--- config.mk ---
export PLATFORM = sky130hd
export DESIGN_NAME = prio_encoder_latched
export DESIGN_NICKNAME = d
export VERILOG_FILES = /design/src/rtl/prio_enc_pkg.sv /design/src/rtl/prio_encoder_latched_pick.sv /design/src/rtl/prio_encoder_latched.sv
export SDC_FILE = /design/constraint.sdc
export NUM_CORES = 1
export LEC_CHECK = 0
export BUFFER_PORTS_ARGS = -buffer_cell sky130_fd_sc_hd__buf_2
export CORE_MARGIN = 2
export CORE_UTILIZATION = 40
export CTS_BUF_LIST = sky130_fd_sc_hd__clkbuf_4 sky130_fd_sc_hd__clkbuf_8
export DETAILED_ROUTE_END_ITERATION = 16
export SYNTH_ARGS = -nofsm -noshare
export SYNTH_HDL_FRONTEND = slang
export SYNTH_HIERARCHICAL = 1
export SYNTH_SLANG_ARGS = --single-unit
--- constraint.sdc ---
create_clock -name CLK -period 3.7 [get_ports CLK]
set_input_delay 0.37 -clock CLK [delete_from_list [all_inputs] [get_ports CLK]]
set_output_delay 0.37 -clock CLK [all_outputs]
set_load 0.01 [all_outputs]
--- src/rtl/prio_enc_pkg.sv ---
// Shared definitions for the latched priority encoder: FSM encoding,
// supported input-count range and the code-width helper.
package prio_enc_pkg;

    localparam int PRIO_N_MIN = 2;
    localparam int PRIO_N_MAX = 64;

    localparam logic [0:0] S_IDLE = 1'b0;
    localparam logic [0:0] S_HOLD = 1'b1;

    function automatic int prio_clog2(input int n);
        int r;
        r = 0;
        for (int v = n - 1; v > 0; v = v >> 1) begin
            r++;
        end
        return r;
    endfunction

endpackage

--- src/rtl/prio_encoder_latched_pick.sv ---
// Combinational wrap-around picker: first set bit of req searching
// downward from start, with an any-bit flag.
module prio_pick
    import prio_enc_pkg::*;
#(
    parameter int N = 16,
    parameter int W = prio_clog2(N)
) (
    input  logic [N-1:0] req,
    input  logic [W-1:0] start,
    output logic [W-1:0] idx,
    output logic         any
);

    logic [W-1:0] k;

    // Walk farthest-to-nearest so the last hit is the one closest to start.
    always_comb begin
        idx = '0;
        any = 1'b0;
        k   = '0;
        for (int d = N - 1; d >= 0; d--) begin
            k = start - W'(d);
            if (req[k]) begin
                idx = k;
                any = 1'b1;
            end
        end
    end

endmodule

--- src/rtl/prio_encoder_latched.sv ---
// Registered priority encoder with sticky capture, masking and ACK handshake.
// Define PRIO_ENC_ROTATE_EN for rotating priority; default is fixed, top wins.
module prio_encoder_latched
    import prio_enc_pkg::*;
#(
    parameter int N = 16,
    localparam int W = prio_clog2(N)
) (
    input  logic         CLK,
    input  logic         RST,
    input  logic         EI,
    input  logic [N-1:0] I,
    input  logic [N-1:0] MASK,
    input  logic         ACK,
    output logic [W-1:0] L,
    output logic         GS,
    output logic         EO,
    output logic [N-1:0] PEND
);

    logic [0:0]   state_q, state_d;
    logic [N-1:0] pend_q, pend_d;
    logic [W-1:0] l_q, l_d;
    logic [W-1:0] top;
    logic [N-1:0] cand;
    logic [W-1:0] pick_idx;
    logic         pick_any;
    logic         ack_fire;

    assign cand     = pend_q & ~MASK;
    assign ack_fire = (state_q == S_HOLD) && ACK;

`ifdef PRIO_ENC_ROTATE_EN
    logic [W-1:0] top_q, top_d;

    // The acknowledged code drops to lowest priority.
    always_comb begin
        top_d = top_q;
        if (ack_fire) begin
            top_d = l_q - W'(1);
        end
    end

    always_ff @(posedge CLK) begin
        if (RST) begin
            top_q <= W'(N - 1);
        end else begin
            top_q <= top_d;
        end
    end

    assign top = top_q;
`else
    assign top = W'(N - 1);
`endif

    prio_pick #(
        .N (N),
        .W (W)
    ) u_pick (
        .req   (cand),
        .start (top),
        .idx   (pick_idx),
        .any   (pick_any)
    );

    // Clear first, then OR in new requests so a same-edge set wins.
    always_comb begin
        pend_d  = pend_q;
        state_d = state_q;
        l_d     = l_q;
        if (ack_fire) begin
            pend_d[l_q] = 1'b0;
        end
        if (EI) begin
            pend_d = pend_d | I;
        end
        case (state_q)
            S_IDLE: begin
                if (EI && pick_any) begin
                    l_d     = pick_idx;
                    state_d = S_HOLD;
                end
            end
            S_HOLD: begin
                if (ACK) begin
                    state_d = S_IDLE;
                end
            end
            default: state_d = S_IDLE;
        endcase
    end

    always_ff @(posedge CLK) begin
        if (RST) begin
            state_q <= S_IDLE;
            pend_q  <= '0;
            l_q     <= '0;
        end else begin
            state_q <= state_d;
            pend_q  <= pend_d;
            l_q     <= l_d;
        end
    end

    assign L    = l_q;
    assign GS   = (state_q == S_HOLD);
    assign EO   = EI & ~GS & ~(|cand);
    assign PEND = pend_q;

endmodule

* After elaboration in Yosys (flattened, before gate mapping)
Cells that the tools add are included.
** Word-level totals
- Flip-flop bits (word level) :: 21
- Bits of input ports :: 36
- Output and inout bits :: 22
- Logic and storage cells :: 57
** Cells by class
- Order comparisons :: 2
- Mux-type cells :: 38
- Bitwise operators :: 9
- Reduce and logical (&&, ||, !) cells :: 5
** Operators by type and width (count)
- bitwise AND 16 bit :: 2
- 2-to-1 mux 16 bit :: 2
- 2-to-1 mux 4 bit :: 8
- NOT 16 bit :: 2
- 2-to-1 mux 1 bit :: 20
- bitwise OR 16 bit :: 1
- OR reduction 16 bit :: 1
- 2-to-1 mux 3 bit :: 4
- < comparator 4 x 5 -> 1 bit (second input constant) :: 1
- demux 1 bit (select 4 bit) :: 1
- >= comparator 4 x 1 -> 1 bit (second input constant) :: 1
- 2-to-1 mux 2 bit :: 2
- logical AND 1 bit :: 3
- bitwise AND 1 bit :: 2
- NOT 1 bit :: 2
- case mux 1 bit (2 select lines) :: 1
- AND reduction 2 bit :: 1

* Longest topological paths before layout
- Word-level depth :: 21
- Gate-level depth with buffers :: 17
- Depth with buffers taken out :: 12

* By module
The synthesis kept the hierarchy.
** By module, submodules not included
- prio_pick :: times used 1, cells an instance 268, area an instance 2456.1 µm², sequential area each 0.0 µm²
- prio_encoder_latched :: times used 1, cells an instance 124, area an instance 994.7 µm², sequential area each 420.4 µm²

* Worst setup path before layout
OpenSTA, ideal clock, no wires.
- Kind :: reg2reg
- From :: reg pend_q[13] (netlist: PEND[13])
- To :: reg l_q[2] (netlist: L[2])
- Setup time :: 128 ps
- Arrival time :: 2911 ps
- Required time :: 3572 ps
- Slack :: 661 ps
- Stages on the path, launching flop included :: 11
- Buffers on the path :: 0
- Period minus slack after synthesis :: 3039 ps
- Path through :: dfxtp_1 nor2b_1 mux4_1 mux2_2 mux2i_4 nor4b_2 nand2_1 or4_1 nand3b_4 mux2i_1 nor2_1
** Between the ends
- Longest elaborated chain between the ends :: 6
- Elaborated cells between the ends (all ways) :: 9
- Those cells by class :: mux: 6; bitwise: 1; reduce/logical: 2
** RTL lines
- from (decl) :: line prio_encoder_latched.sv:22 : logic [N-1:0] pend_q, pend_d;
- from (signal assigned) :: line prio_encoder_latched.sv:101 : pend_q <= pend_d;
- bitwise AND 16 bit :: line prio_encoder_latched.sv:30 : assign cand = pend_q & ~MASK;
- net cand[13] :: line prio_encoder_latched.sv:25 : logic [N-1:0] cand;
- 2-to-1 mux 1 bit (3 in series) :: line prio_encoder_latched_pick.sv:24 : if (req[k]) begin
- net pick_any :: line prio_encoder_latched.sv:27 : logic pick_any;
- logical AND 1 bit :: line prio_encoder_latched.sv:80 : if (EI && pick_any) begin
- AND reduction 2 bit (no line)
- to (signal assigned) :: line prio_encoder_latched.sv:102 : l_q <= l_d;
- to (decl) :: line prio_encoder_latched.sv:23 : logic [W-1:0] l_q, l_d;
The timed path passes the listed nets, and every way through them passes these cells.
A chain may end at the register's enable or synchronous reset.

* Worst setup path after layout
- From :: reg pend_q[12] (netlist: PEND[12])
- To :: reg l_q[1] (netlist: L[1])
** Between the ends
- Longest elaborated chain between the ends :: 7
- Elaborated cells between the ends (all ways) :: 11
- Those cells by class :: mux: 8; bitwise: 1; reduce/logical: 2
** RTL lines (line)
- bitwise AND 16 bit :: prio_encoder_latched.sv:30
- net cand[12] :: prio_encoder_latched.sv:25
- 2-to-1 mux 1 bit (4 in series) :: prio_encoder_latched_pick.sv:24
- net pick_any :: prio_encoder_latched.sv:27
- logical AND 1 bit :: prio_encoder_latched.sv:80
- AND reduction 2 bit (no line)
The timed path passes the listed nets, and every way through them passes these cells.

==> summary.md <==
| Metric | Value |
|---|---|
| Outcome | `completed` |
| Die width | `just under 100 um` |
| Synth area leader | `mux4_2` |
| Clock power frac | `15.0%` |
| First-pass GRT wire length | `18.3 mm` |
| Worst skew pair latency | `0.27 ns` |
| Slew Limit Fails | `0` |
| CP Capture Type | `flop` |
| Final setup vio count | `0` |
| Synth top area share | `18.3%` |
| Htree depth | `1` |
| Post-route cell area | `3970 sq um` |
| Hpwl dp | `8.79 mm` |
| Routed length per instance | `20.0 um` |
| Nets | `505` |
| FF+latch count, synth | `21` |
| Total of max-cap violations | `0` |
| Synth top cells by count | `a21oi_1, nand2_1, mux2i_1` |
| Post-Place Cells | `roughly 560` |
| FP Rows | `33` |
| Share of flip-flops with an asynchronous set or reset | `0%` |
| Worst slew pin tran | `~0.60 ns` |
| DRC errors left | `0` |
| Clock skew | `between 0.006 and 0.007 ns` |
| Worst R2R Start | `PEND[12]` |
| Clk slew on worst S/H paths | `about 0.090 ns` |
| Gpl congestion | `~0.99` |
| Critical path origin | `PEND[12]` |
| Netlist cell types | `70` |
| Maximum clock frequency | `0.306 GHz` |
| Vias in the first global route | `3423` |
| Netlist Area Pre-Place | `3450 sq um` |
| Clk sinks | `21` |
| VDD IR max | `0.000149 V` |
| TritonCTS clock tree | `done` |
| Leakage | `1.71 nW` |
| Synth area leaders | `mux4_2, dfxtp_1, mux2i_1` |
| Drt total wl | `11.3 mm` |
| Switching part of the total power | `43.3%` |
| Fin Hold WS | `0.339 ns` |
| HP Class | `input pin to flop` |
| Logic pwr share | `58.2%` |
| Tmin final | `between 3 and 4 ns` |
| Initial DRC Count | `297` |
| Layout area overhead | `15.0%` |
| Top-count cell post-synth | `a21oi_1` |
| Flop pwr share | `26.8%` |
| TNS Setup | `0 ns` |
| Clock buffer depth | `2` |
| CP arrival | `roughly 3.4 ns` |
| Post-synthesis sequential area ratio | `between 10% and 20%` |
| Hold Vio Cnt, Final | `0` |
| Pin count of the biggest net entering global routing | `29` |
| IO Count | `58` |
| DR vias | `between 3000 and 4000` |
| Mapped Cells | `approximately 390` |
| Placed cell areas | `around 4000 sq um` |
| Maximum net fanout on the critical path | `8` |
| Die ar. | `9390 sq um` |
| Top FF cell, synth | `dfxtp_1` |
| Power per Cell Area | `266 nW/um^2` |
| Post-CTS setup buffer count | `0` |
| IO Port Bufs | `57` |
| Worst Setup Start Kind | `flop` |
| Required time worst endpoint | `3.85 ns` |
| Hold path startpoint | `I[14]` |
| Synth warn | `6` |
| Net Switching | `0.457 mW` |
| # diodes | `0` |
| Initial Utilization | `41.6%` |
| # hold bufs at CTS | `0` |
| Period utilization | `88.2%` |
| Antenna violations before repair | `0` |
| CTS resizes | `0` |
| 1st-pass router iterations | `5` |
| Worst Setup Path Type | `flop to flop` |
| CORE AREA | `8300 sq um` |
| Share of cells above drive strength 1 | `28.9%` |
| Syn avg cell area | `8.80 sq um` |
| Number of synthesized flops with an enable pin | `0` |
| Vias per Instance | `approximately 6.3` |
| Tot GR Track Use | `23.7%` |
| Routed Antenna Nets | `0` |
| Die Ht | `around 97 um` |
| Grt ovf | `0` |
| Final std cells w/o fill | `between 500 and 600` |
| TritonCTS Buffers | `3` |
| Slew headroom | `about three fifths` |
| Root Buffer | `clkbuf_8` |
| Internal power | `0.598 mW` |
| RSZ-0062 raised after global routing | `false` |
path summary, 6_finish.rpt:
| check | to | slack [ns] | cells after the start |
|---|---|---|---|
| worst max-delay path | L[1] | 0.44 | 10 |
| worst min-delay path | PEND[14] | 0.34 | 3 |
| worst max register to register | L[1] | 0.44 | 10 |
| worst min register to register | PEND[8] | 0.49 | 2 |
sequential cells by signal (all words and copies together), names as in the netlist:
name  flops
PEND     16
L         4
GS        1
cells by family after synthesis:
family,share of synthesized area (%)
flip-flops,12.2
XOR/XNOR,3.48
multiplexers,37.0
AND/OR/NAND/NOR,19.0
other,0.109
adder cells (fa/ha/maj),2.54
buffers and inverters,5.00
AO/OA/AOI/OAI,20.6
per-layer routing:
metal | share of wire (%) | GRT usage (%) | vias up | wire length [um]
li1 | - | - | 1641 | -
met2 | 47 | 38.7 | 185 | 5270
met1 | 43 | 32.6 | 1702 | 4900
met3 | 7.6 | 3.61 | 22 | 856
met5 | 0 | 0 | - | 0
met4 | 2.6 | 7.04 | 0 | 300
power by group through the flow:
| stage | combinational [mW] | sequential [mW] | clock, mW |
|---|---|---|---|
| 3_3_place_gp | 0.571 | 0.285 | 0 |
| 4_1_cts | 0.574 | 0.281 | 0.164 |
| 2_1_floorplan | 0.443 | 0.280 | 0 |
| 6_report | 0.614 | 0.283 | 0.158 |
| 3_5_place_dp | 0.571 | 0.287 | 0 |
| 5_1_grt | 0.661 | 0.288 | 0.171 |
through the flow:
step,util (%),worst slack (ns),total power [mW]
floorplan,-,0.661,0.723
global placement,47.3,0.535,0.856
detailed placement,47.3,0.442,0.858
CTS,47.8,0.475,1.02
global route,47.8,0.247,1.12
finish,47.8,0.435,1.05
worst max-delay path, cell delays in order (launching register included):
cell,delay [ns]
dfxtp_1,0.33
nor2b_1,0.21
mux4_1,0.59
mux2i_1,0.32
mux2i_2,0.15
nor4b_2,0.40
nand2_1,0.13
or4_1,0.61
nand3b_4,0.16
mux2i_1,0.20
nor2_1,0.05
area by class of cell:
cell class,count,area (sq um)
Fill cell,808,4330
Clock inverter,1,5.00
Clock buffer,3,41.3
Timing Repair Buffer,75,420
Multi-Input combinational cell,351,2910
Sequential cell,21,420
Inverter,10,37.5
Tap cell,105,131
cells in the final DEF, fill, tap and decap left out, types with 5 or more instances in the layout:
cell type and count:
nor2_1 29, nand3_1 7, xnor2_1 7, conb_1 16, nand2b_1 6, dfxtp_1 21
mux2i_1 33, o21ai_0 24, mux2_2 12, buf_4 18, mux4_2 28, nor3_1 5
mux4_1 5, a21oi_1 37, inv_1 8, nor2b_1 19, buf_2 57, o211ai_1 6
nand2_1 36, ha_1 7, o21ai_1 5
Power figures use the tool's default switching activity.
